### src/rtl/minmax_win_if.sv
// minmax_win_if: sample stream, window control and snapshot bus for the windowed min/max tracker
interface minmax_win_if #(
    parameter int width = 14,
    parameter int nch   = 4,
    parameter int chw   = 2,
    parameter int pw    = 16
);
    logic [width-1:0]         xin;
    logic                     xin_valid;
    logic [chw-1:0]           xin_ch;
    logic [pw-1:0]            period;
    logic                     clear;
    logic [nch*width-1:0]     xmin;
    logic [nch*width-1:0]     xmax;
    logic [nch*(width+1)-1:0] xspan;
    logic [nch-1:0]           seen;
    logic                     done;
    modport master (output xin, xin_valid, xin_ch, period, clear,
                    input  xmin, xmax, xspan, seen, done);
    modport slave  (input  xin, xin_valid, xin_ch, period, clear,
                    output xmin, xmax, xspan, seen, done);
endinterface

### src/rtl/minmax_win.sv
// minmax_win: per-channel windowed min/max/span tracker with periodic snapshots
module minmax_win #(
    parameter int width       = 14,
    parameter int nch         = 4,
    parameter int chw         = 2,
    parameter int pw          = 16,
    parameter int signed_mode = 1
) (
    input logic          clk,
    input logic          reset_n,
    minmax_win_if.slave  bus
);
    logic [pw-1:0]            cnt_q;
    logic [nch-1:0]           seen_acc_q, seen_acc_d;
    logic [width-1:0]         min_q [nch];
    logic [width-1:0]         max_q [nch];
    logic [width-1:0]         min_d [nch];
    logic [width-1:0]         max_d [nch];
    logic [width:0]           span_d [nch];
    logic [nch*width-1:0]     xmin_q, xmax_q;
    logic [nch*(width+1)-1:0] xspan_q;
    logic [nch-1:0]           seen_q;
    logic                     done_q;
    logic                     win_end;

    function automatic logic lt(input logic [width-1:0] a, input logic [width-1:0] b);
        return (signed_mode != 0) ? ($signed(a) < $signed(b)) : (a < b);
    endfunction

    function automatic logic [width:0] ext(input logic [width-1:0] a);
        return (signed_mode != 0) ? {a[width-1], a} : {1'b0, a};
    endfunction

    // >= rather than == so a period lowered below the running count still closes the window
    assign win_end = cnt_q >= bus.period;

    // next accumulator state with this cycle's sample folded in; the seen bit stands in for sentinels
    always_comb begin
        for (int k = 0; k < nch; k++) begin
            logic hit;
            hit = bus.xin_valid && (bus.xin_ch == chw'(k));
            seen_acc_d[k] = seen_acc_q[k] | hit;
            min_d[k] = (hit && (!seen_acc_q[k] || lt(bus.xin, min_q[k]))) ? bus.xin : min_q[k];
            max_d[k] = (hit && (!seen_acc_q[k] || lt(max_q[k], bus.xin))) ? bus.xin : max_q[k];
            span_d[k] = ext(max_d[k]) - ext(min_d[k]);
        end
    end

    // window counter, accumulators and snapshot registers; clear aborts without touching snapshots
    always_ff @(posedge clk or negedge reset_n) begin
        if (!reset_n) begin
            cnt_q      <= '0;
            seen_acc_q <= '0;
            xmin_q     <= '0;
            xmax_q     <= '0;
            xspan_q    <= '0;
            seen_q     <= '0;
            done_q     <= 1'b0;
            for (int k = 0; k < nch; k++) begin
                min_q[k] <= '0;
                max_q[k] <= '0;
            end
        end else if (bus.clear) begin
            cnt_q      <= '0;
            seen_acc_q <= '0;
            done_q     <= 1'b0;
        end else begin
            cnt_q      <= win_end ? '0 : cnt_q + pw'(1);
            seen_acc_q <= win_end ? '0 : seen_acc_d;
            done_q     <= win_end;
            for (int k = 0; k < nch; k++) begin
                min_q[k] <= min_d[k];
                max_q[k] <= max_d[k];
            end
            if (win_end) begin
                seen_q <= seen_acc_d;
                for (int k = 0; k < nch; k++) begin
                    xmin_q[k*width +: width]          <= seen_acc_d[k] ? min_d[k] : '0;
                    xmax_q[k*width +: width]          <= seen_acc_d[k] ? max_d[k] : '0;
                    xspan_q[k*(width+1) +: (width+1)] <= seen_acc_d[k] ? span_d[k] : '0;
                end
            end
        end
    end

    assign bus.xmin  = xmin_q;
    assign bus.xmax  = xmax_q;
    assign bus.xspan = xspan_q;
    assign bus.seen  = seen_q;
    assign bus.done  = done_q;
endmodule

### src/flat_wrapper.sv
// flat-port wrapper written by rule: the top's interface ports become plain ports
module minmax_win_flat 
#(
    parameter int width       = 14,
    parameter int nch         = 4,
    parameter int chw         = 2,
    parameter int pw          = 16,
    parameter int signed_mode = 1
)
  (clk, reset_n, bus_xin, bus_xin_valid, bus_xin_ch, bus_period, bus_clear, bus_xmin, bus_xmax, bus_xspan, bus_seen, bus_done);
  minmax_win_if #(.width(width), .nch(nch), .chw(chw), .pw(pw)) bus_i ();
  input logic clk;
  input logic reset_n;
  input wire logic [$bits(bus_i.xin)-1:0] bus_xin;
  input wire logic [$bits(bus_i.xin_valid)-1:0] bus_xin_valid;
  input wire logic [$bits(bus_i.xin_ch)-1:0] bus_xin_ch;
  input wire logic [$bits(bus_i.period)-1:0] bus_period;
  input wire logic [$bits(bus_i.clear)-1:0] bus_clear;
  output wire logic [$bits(bus_i.xmin)-1:0] bus_xmin;
  output wire logic [$bits(bus_i.xmax)-1:0] bus_xmax;
  output wire logic [$bits(bus_i.xspan)-1:0] bus_xspan;
  output wire logic [$bits(bus_i.seen)-1:0] bus_seen;
  output wire logic [$bits(bus_i.done)-1:0] bus_done;
  assign bus_i.xin = bus_xin;
  assign bus_i.xin_valid = bus_xin_valid;
  assign bus_i.xin_ch = bus_xin_ch;
  assign bus_i.period = bus_period;
  assign bus_i.clear = bus_clear;
  assign bus_xmin = bus_i.xmin;
  assign bus_xmax = bus_i.xmax;
  assign bus_xspan = bus_i.xspan;
  assign bus_seen = bus_i.seen;
  assign bus_done = bus_i.done;
  minmax_win #(.width(width), .nch(nch), .chw(chw), .pw(pw), .signed_mode(signed_mode)) u_core (.clk(clk), .reset_n(reset_n), .bus(bus_i));
endmodule
### config.mk
export PLATFORM = sky130hd
export DESIGN_NAME = minmax_win_flat
export DESIGN_NICKNAME = d
export VERILOG_FILES = /design/src/rtl/minmax_win_if.sv /design/src/rtl/minmax_win.sv /design/src/flat_wrapper.sv
export SDC_FILE = /design/constraint.sdc
export NUM_CORES = 1
export LEC_CHECK = 0
export ABC_AREA = 1
export CORE_UTILIZATION = 46
export CTS_CLUSTER_SIZE = 8
export DETAILED_ROUTE_END_ITERATION = 7
export PLACE_DENSITY = 0.71
export SLEW_MARGIN = 15
export SYNTH_ARGS = -nofsm -noshare
export SYNTH_HDL_FRONTEND = slang
export SYNTH_SLANG_ARGS = --single-unit
### constraint.sdc
create_clock -name clk -period 3.03 [get_ports clk]
set_input_delay 0.606 -clock clk [delete_from_list [all_inputs] [get_ports clk]]
set_output_delay 0.606 -clock clk [all_outputs]
set_load 0.02 [all_outputs]
==> summary.md, run 1 <==
| Metric | Value |
|---|---|
| Metal3 WL | `between 4 and 5 mm` |
| Die Span Y | `about 210 um` |
| Max layer used | `met4` |
| HP Class | `register to register` |
| Peak supply drop | `just under 0.0004 V` |
| Final Hold Vio Count | `0` |
| # setup viols final | `40` |
| Vias/cell | `between 5 and 6` |
| Status | `finished, violations left` |
| Post-synthesis cell area | `between 20000 and 25000 sq um` |
| Detail Route Antenna Nets | `0` |
| CTS Root Buffer Type | `clkbuf_16` |
| Crit-path slowest cell | `dfrtp_1` |
| FF+latch count, synth | `between 300 and 400` |
| TritonCTS Buffers | `44` |
| CP delay by family, top | `simple AND/OR/NAND/NOR gates` |
| Final worst path period share | `110.0%` |
| CORE AREA | `between 40000 and 50000 sq um` |
| Post-DP HPWL | `~52 mm` |
| Initial Util | `a little under half` |
| Synth-to-Final Area Change | `67.18%` |
| Critical Path Fanout Max | `8` |
| Share of layout cells above drive strength 1 | `approximately 40%` |
| Failing checks | `setup timing` |
| Level count of the clock H-tree | `2` |
| EDFF count, synth | `0` |
| DR WL met2 | `~39 mm` |
| Least-Margin Pin Slew | `between 0.6 and 0.7 ns` |
| Yosys warns | `0` |
| Die X | `212.1 um` |
| Clk_lat worst skew | `just under 0.6 ns` |
| Skew final | `between 0.02 and 0.025 ns` |
| Hold_ws | `approximately 0.47 ns` |
| CP required | `3.49 ns` |
| Post-synth top area share | `a little under two fifths` |
| Cells after Synth | `about 2800` |
| Data arrival time of the critical path | `between 3 and 4 ns` |
| First-pass GRT wire length | `between 100 and 150 mm` |
| Clk pin slew, worst setup/hold paths | `about 0.06 ns` |
| Synth cell types | `40` |
| M1 wire length | `around 32 mm` |
| Top cells by area, synth | `dfrtp_1 38%, nand2_1 19%, ha_1 11%, nand3_1 10%, inv_1 4.9%` |
| Drt first pass iters | `6` |
| Worst Path Buf+Inv | `2` |
| Synthesized area per cell | `~7.3 sq um` |
| Drt initial violations | `roughly 1800` |
| # rows | `76` |
| Vias | `approximately 23000` |
| DP Worst Slack | `-1.211 ns` |
| Port buffer count | `roughly 210` |
| Multi-input gate area | `between 15000 and 20000 sq um` |
| Largest area contributor in the netlist | `dfrtp_1` |
| Grt total ovfl | `0` |
| Leakage power | `~17 nW` |
| Worst Setup Slack, final | `-0.3018 ns` |
| Most frequent CP cell | `nand2_1` |
| Most numerous cell in the Yosys netlist | `nand2_1` |
| Top_reg_cell synth | `dfrtp_1` |
| Power per standard cell area | `approximately 570 nW/um^2` |
| Largest net degree at the start of global routing | `115` |
| Total track usage | `33.11%` |
| RSZ-0062 raised after global routing | `true` |
| Max Fclk | `approximately 300 MHz` |
| Top post-synthesis cells by count | `1017 x nand2_1, 409 x nand3_1, 309 x dfrtp_1` |
| Critical path class | `register to register` |
| Fin nets | `~3800` |
| Diode count | `0` |
| Routed WL per cell | `approximately 19 um` |
| Async set-or-reset flop fraction in the synthesized netlist | `100.0%` |
| IO Pins | `~210` |
| Global placement routability congestion | `~0.94` |
| Max Cap Viol | `0` |
| Worst path max stage delay | `roughly 0.46 ns` |
| DRT Wirelength | `approximately 80 mm` |
| Critical path cell sequence | `ha_4 -> nand2_2 -> nor2_4 -> nand2_1 -> nor2_2 -> nand2_2 -> nand3_2 -> nand3_4 -> nand2_8 -> buf_12 -> nand2_4 -> and2_4 -> ha_4 -> nand2_2 -> inv_2 -> nand3_4 -> nor3_4 -> o21ai_2 -> nand2_1 -> nand2_1 -> nand3_1 -> nand2_1` |
| Initial antenna violation count | `0` |
| Relative slew slack | `between 50% and 60%` |
| Post-synthesis sequential area ratio | `38.09%` |
| Syn Nets | `just under 3000` |
| DRC viols | `0` |
| Slew Limit Fails | `0` |
| Startpoint types | `register` |
| Sequential Area | `between 7000 and 8000 sq um` |
| CTS tree | `built` |
| Critical path capture point type | `register` |
| Die area | `~45000 sq um` |
| Clk sinks | `roughly 310` |
| CTS Buffer Depth | `3` |
| Number of fill cells | `around 2800` |
| Final min period | `about 3.3 ns` |
| Vias in the first global route | `22339` |
## placed cells by master, fill, tap and decap left out, drive strengths merged
cell / n
nand2: 1054
buf: 698
nand3: 420
dfrtp: 309
inv: 271
clkdlybuf4s50: 196
ha: 177
nor2: 108
a21oi: 79
o21ai: 59
and2: 56
clkbuf: 49
xor2: 26
xnor2: 25
clkinv: 15
nor3: 15
o21bai: 15
nand4: 9
a31oi: 9
nand3b: 7
a21o: 7
or2: 6
fa: 4
nor4: 3
o21a: 1
nor3b: 1
a211o: 1
dlygate4sd3: 1
dlygate4sd2: 1
clkdlybuf4s15: 1
## sequential cells by signal, indices dropped and copies added, names as in the netlist
signal,cells
u_core.bus.done,1
u_core.bus.seen,4
u_core.bus.xmax,56
u_core.bus.xmin,56
u_core.bus.xspan,60
u_core.cnt_q,16
u_core.max_q,56
u_core.min_q,56
u_core.seen_acc_q,4
## cell families after synthesis
group | after synthesis | synth area share (%)
buf+inv | 376 | 7.600
fa+ha+maj | 181 | 11.30
xor+xnor | 51 | 2.201
simple gates | 1677 | 36.23
flops | 309 | 38.09
compound gates | 171 | 4.574
## path summary, 6_finish.rpt
check / from / endpoint / slack, ns / cells past startpoint
max: u_core.max_q[24]$_DFFE_PN0N_ / u_core.bus.xspan[43]$_DFFE_PN0P_ / -0.30 / 22
min: u_core.bus.xspan[43]$_DFFE_PN0P_ / u_core.bus.xspan[43]$_DFFE_PN0P_ / 0.47 / 2
max reg2reg: u_core.max_q[24]$_DFFE_PN0N_ / u_core.bus.xspan[43]$_DFFE_PN0P_ / -0.30 / 22
min reg2reg: u_core.bus.xspan[43]$_DFFE_PN0P_ / u_core.bus.xspan[43]$_DFFE_PN0P_ / 0.47 / 2
max in group asynchronous: reset_n / u_core.bus.xmax[43]$_DFFE_PN0P_ / 1.66 / 3
min in group asynchronous: reset_n / u_core.bus.seen[2]$_DFFE_PN0P_ / 0.56 / 2
## tightest hold or removal path, stage by stage, from the launching register on
cell and delay, ns:
dfrtp_1 0.33, nand2_1 0.05, nand2_1 0.05
## where the power goes
group / total [mW] / switching [mW] / internal (mW)
sequential: 4.88 / 0.357 / 4.52
combinational: 10.0 / 5.08 / 4.95
clock: 4.41 / 1.81 / 2.60
## routing by layer
metal  GRT usage [%]  up-vias
met3           4.594      251
met5               0        -
met4           13.82        0
met2           56.22      889
met1           42.19    11007
li1                -    10558
## per-stage QoR
stage / instances / power, mW / setup TNS [ns] / instance area [sq um] / utilization (%)
after floorplan: 2765 / 8.814 / -2.347 / 21530 / -
after global placement: 4054 / 11.87 / -65.92 / 28670 / 66.26
after detailed placement: 4054 / 12.04 / -72.62 / 28670 / 66.26
after CTS: 4169 / 17.63 / -0.9171 / 32080 / 74.14
after global routing: 4208 / 20.27 / -10.12 / 33940 / 78.43
final: 4208 / 19.31 / -5.040 / 33940 / 78.43
## repair_timing
action / in CTS / in global routing
hold buffers: 1 / 0
gates cloned: 5 / 0
hold endpoints to repair: 40 / 0
gates resized for setup: 419 / 416
endpoints found under the setup margin: 56 / 52
pin swaps: 179 / 257
buffers inserted: 62 / 47
## area by class of cell
class | instances | share of cell area, %
flip-flops and latches | 309 | 22.84
repair buffers | 898 | 23.43
inverters | 286 | 3.956
multi-input cells | 2082 | 44.26
well taps | 585 | 2.157
clock buffers | 48 | 3.352
(Power assumes the default switching activity.)
==> run 2, diff against run 1 <==
Settings changed: ABC_AREA 1 to default.
==> run 2 against run 1 <==
The flow still finishes with violations (setup timing). Power is 7.8% higher. Die area decreased by 6.5%. First-iteration DRC count down 6.4%. Global-route usage increased by 3.4 points. Core utilization decreased by 2.8 points. Critical path depth unchanged. Clock-buffer cell count unchanged. Register-to-register slack got worse by 0.61 ns. Clock skew down 0.0042 ns. Cell count down 21%. Critical endpoint is now u_core.bus.xspan[42]$_DFFE_PN0P_. Setup slack lost 0.62 ns. Synthesized area down 6.5%.
==> summary.md, run 2 <==
| Metric | Value |
|---|---|
| Final Hold Vio Count | `0 (unchanged)` |
| Syn Nets | `2225 (-25%)` |
| Hold_ws | `0.3582 ns (-0.1133 ns)` |
| Failing checks | `setup timing` |
| Least-Margin Pin Slew | `0.7009 ns (+0.06937 ns)` |
| # setup viols final | `51 (+28%)` |
| Post-synthesis sequential area ratio | `40.75% (+2.7 points)` |
| Sequential Area | `7739 sq um (-0.16%)` |
| Final min period | `3.950 ns (+0.6182 ns)` |
| Simple-gate portion of the synthesized area | `13.78% (-22 points)` |
| Clk_lat worst skew | `0.58 ns (about the same)` |
| Data arrival time of the critical path | `4.41 ns (+0.62 ns)` |
| Top cells by area, synth | `dfrtp_1 41%, ha_1 12%, nor2_1 6.1%, a221oi_1 5.3%, mux2_2 4.5%` |
| Async set-or-reset flop fraction in the synthesized netlist | `100.0% (unchanged)` |
| Post-synth top area share | `40.75% (+2.7 points)` |
| Pwr Total | `20.83 mW (+7.8%)` |
| Startpoint types | `input port` |
| Post-DP HPWL | `53.71 mm (+2.8%)` |
| Clk sinks | `309 (unchanged)` |
| # placed instances | `3139 (-23%)` |
| Post-synthesis cell area | `18970 sq um (-6.5%)` |
| Number of fill cells | `2698 (-2.8%)` |
| DRT Wirelength | `77.66 mm (-2.6%)` |
| CTS Root Buffer Type | `clkbuf_16` |
| Vias | `19648 (-13%)` |
| Yosys warns | `0 (unchanged)` |
| Setup TNS | `-28.31 ns (-23.27 ns)` |
| Largest family of logic cells by synthesized area | `compound AO/OA/AOI/OAI gates` |
| Leakage power | `13.98 nW (-17%)` |
| Power share of the combinational group | `53.3% (+1.4 points)` |
| Die area | `42070 sq um (-6.5%)` |
| Clk network pwr share | `21.4% (-1.4 points)` |
| DP Worst Slack | `-1.982 ns (-0.7717 ns)` |
| Vias in the first global route | `19522 (-13%)` |
| Peak supply drop | `0.0003704 V (-5.9%)` |
| Drt first pass iters | `6 (unchanged)` |
| Grt total ovfl | `0 (unchanged)` |
| Crit-path slowest cell | `fa_2` |
| Reg2reg start | `u_core.max_q[25]$_DFFE_PN0N_` |
| EDFF count, synth | `0 (unchanged)` |
| Fin nets | `2996 (-22%)` |
| Global placement routability congestion | `0.9618 (+2.6%)` |
| First-pass GRT wire length | `115.5 mm (-0.92%)` |
| Critical path class | `input port to register` |
| CP Capture Point | `u_core.bus.xspan[42]$_DFFE_PN0P_` |
| Reg power frac | `25.3% (about the same)` |
| Routed WL per cell | `23.42 um (+24%)` |
| Commonest non-fill, non-tap cell in the layout | `buf_4` |
| Relative slew slack | `53.10% (-4.8 points)` |
| IO Pins | `213 (unchanged)` |
| Worst Setup Slack, final | `-0.9200 ns (-0.6182 ns)` |
| Worst path max stage delay | `0.42 ns (-0.04 ns)` |
| Initial Util | `46.58% (-0.34 points)` |
| Synthesized area per cell | `9.449 sq um (+29%)` |
| Port buffer count | `212 (unchanged)` |
| Most numerous cell in the Yosys netlist | `dfrtp_1` |
| Reg2Reg Setup Slack | `-0.91 ns (-0.61 ns)` |
| XOR/XNOR share of the synthesized area | `2.262% (+0.061 points)` |
| Level count of the clock H-tree | `2 (unchanged)` |
| CP required | `3.49 ns (about the same)` |
| CORE AREA | `40740 sq um (-5.8%)` |
| Critical path startpoint | `bus_xin[12]` |
| Synth Area in Adders | `12.09% (+0.79 points)` |
| Mux contribution to synthesized area | `8.335% (+8.3 points)` |
| Die Span Y | `205.1 um (-3.3%)` |
| RSZ-0062 raised after global routing | `true` |
| Max Fclk | `253.2 MHz (-16%)` |
| Top_reg_cell synth | `dfrtp_1` |
| DRC viols | `0 (unchanged)` |
| Initial antenna violation count | `0 (unchanged)` |
| Reg2reg path depth | `19 (-14%)` |
| Largest area contributor in the netlist | `dfrtp_1` |
| Top post-synthesis cells by count | `309 x dfrtp_1, 307 x nor2_1, 177 x ha_1` |
| Largest net degree at the start of global routing | `99 (-14%)` |
| Critical path capture point type | `register` |
| CP Depth | `22 (unchanged)` |
| Switching share of power | `37.36% (-0.18 points)` |
| Slew Limit Fails | `0 (unchanged)` |
| Power per standard cell area | `676.1 nW/um^2 (+19%)` |
| Critical Path Fanout Max | `7 (-1)` |
| Final worst path period share | `130.4% (+20 points)` |
| # rows | `74 (-2.6%)` |
| Skew final | `0.01888 ns (-0.004171 ns)` |
| Layout Cells excl Fill | `3316 (-21%)` |
| Clk pin slew, worst setup/hold paths | `0.05 ns (about the same)` |
| Max Cap Viol | `0 (unchanged)` |
| Total track usage | `36.55% (+3.4 points)` |
| TritonCTS Buffers | `44 (unchanged)` |
| Die X | `205.1 um (-3.3%)` |
| Max reg flops | `60 (unchanged)` |
| FF-to-FF End | `u_core.bus.xspan[42]$_DFFE_PN0P_` |
| Synth Area in Compound Gates | `17.82% (+13 points)` |
| Cells after Synth | `2008 (-27%)` |
| CP delay by family, top | `compound AO/OA/AOI/OAI gates` |
| Critical path cell sequence | `buf_2 -> buf_12 -> buf_4 -> ha_1 -> inv_1 -> o211ai_1 -> buf_4 -> o2111ai_2 -> nor2_2 -> nor2_4 -> buf_6 -> mux2i_4 -> buf_6 -> fa_2 -> a211oi_4 -> o21ai_2 -> a21oi_2 -> o21ai_2 -> buf_4 -> buf_6 -> xor2_4 -> a22o_1` |
| Synth cell types | `65 (+63%)` |
| Power Internal | `13.05 mW (+8.2%)` |
| Status | `finished, violations left` |
| Synth-to-Final Area Change | `62.38%` |
| Multi-input gate area | `12940 sq um (-14%)` |
| Drt initial violations | `1711 (-6.4%)` |
| Share of layout cells above drive strength 1 | `40.32% (-0.92 points)` |
| CTS tree | `built` |
| Commonest cells after routing, fill and taps aside | `518 x buf_4, 304 x dfrtp_1, 294 x nor2_1` |
| Vias/cell | `5.925 (+9.8%)` |
| FF+latch count, synth | `309 (unchanged)` |
| Detail Route Antenna Nets | `0 (unchanged)` |
| CTS Buffer Depth | `3 (unchanged)` |
| Switch Pwr | `7.782 mW (+7.3%)` |
| HP Class | `input port to register` |
| Worst Path Buf+Inv | `9 (+7)` |
[run 2: cell types whose count changed after synthesis, sizes merged, moves of 20 or more]
cell / delta
nand2: -886
clkbuf: +57
mux2: +77
mux2i: +71
and2: -47
nor2: +206
o31ai: +36
buf: -25
a211oi: +20
nand2b: +25
o21ai: +72
a221oi: +115
inv: -178
nand3: -401
[run 2: how the worst min path moves through the flow]
stage                                     start                                to  slack (ns)  depth (start not counted)
2_1_floorplan                           reset_n         u_core.bus.done$_DFF_PN0_        0.31                          0
3_3_place_gp    u_core.bus.xspan[6]$_DFFE_PN0P_   u_core.bus.xspan[6]$_DFFE_PN0P_        0.46                          2
3_5_place_dp   u_core.bus.xspan[13]$_DFFE_PN0P_  u_core.bus.xspan[13]$_DFFE_PN0P_        0.47                          2
4_1_cts                             bus_xin[10]   u_core.bus.xmin[10]$_DFFE_PN0P_        0.41                          4
5_1_grt                             bus_xin[11]      u_core.min_q[53]$_DFFE_PN0N_        0.36                          3
6_report                            bus_xin[11]      u_core.min_q[53]$_DFFE_PN0N_        0.36                          3
[run 2: logic make-up after synthesis]
family,Yosys count
XOR/XNOR,49
adder cells (fa/ha/maj),181
flip-flops,309
AND/OR/NAND/NOR,606
buffers and inverters,228
AO/OA/AOI/OAI,487
multiplexers,148
[run 2: final cells by class]
class,count,area share (%)
multi-input cells,1471,41.99
clock buffers,48,3.691
flip-flops and latches,309,25.12
diodes,1,0.008122
inverters,106,2.047
clock inverters,2,0.05685
well taps,532,2.160
repair buffers,847,24.93
[run 2: per-stage QoR]
| step | area, sq um | util [%] |
|---|---|---|
| floorplan | 19940 | - |
| global placement | 26130 | 64.13 |
| finish | 30810 | 75.63 |
| detailed placement | 26130 | 64.13 |
| global route | 30810 | 75.62 |
| CTS | 30000 | 73.64 |
[run 2: worst reg2reg max path, stage by stage (launching register included)]
cell and delay [ns]:
dfrtp_2 0.44, ha_4 0.24, a21oi_4 0.16, o211ai_1 0.15, buf_4 0.17, a2111oi_4 0.29
nor2_4 0.07, nor2_4 0.19, buf_6 0.14, buf_6 0.13, mux2_2 0.34, ha_1 0.30
a21o_1 0.18, a21o_1 0.17, a21oi_1 0.17, o21ai_2 0.10, buf_4 0.14, buf_6 0.12
xor2_4 0.16, a22o_1 0.20
[run 2: per-layer routing]
| metal | vias to the layer above | share of wire, % | GRT usage, % |
|---|---|---|---|
| li1 | 8745 | - | - |
| met1 | 9670 | 42 | 49.88 |
| met2 | 999 | 45 | 56.29 |
| met3 | 234 | 8.9 | 7.684 |
| met4 | 0 | 4.0 | 14.97 |
| met5 | - | 0 | 0 |
[run 2: power by group through the flow]
stage                     sequential, mW  clock [mW]  combinational (mW)
after floorplan                     5.58           0                4.06
after global placement              5.24           0                8.31
after detailed placement            5.26           0                8.49
after CTS                           5.23        4.50                10.0
after global routing                5.31        4.65                11.8
final                               5.26        4.47                11.1
[run 2: repair_timing]
action | in CTS | in global routing
endpoints found under the hold margin | 30 | 0
setup endpoints to repair | 94 | 69
hold buffers | 1 | 0
resized for setup | 413 | 136
pin swaps | 203 | 145
buffers inserted | 112 | 37
cloned | 4 | 2
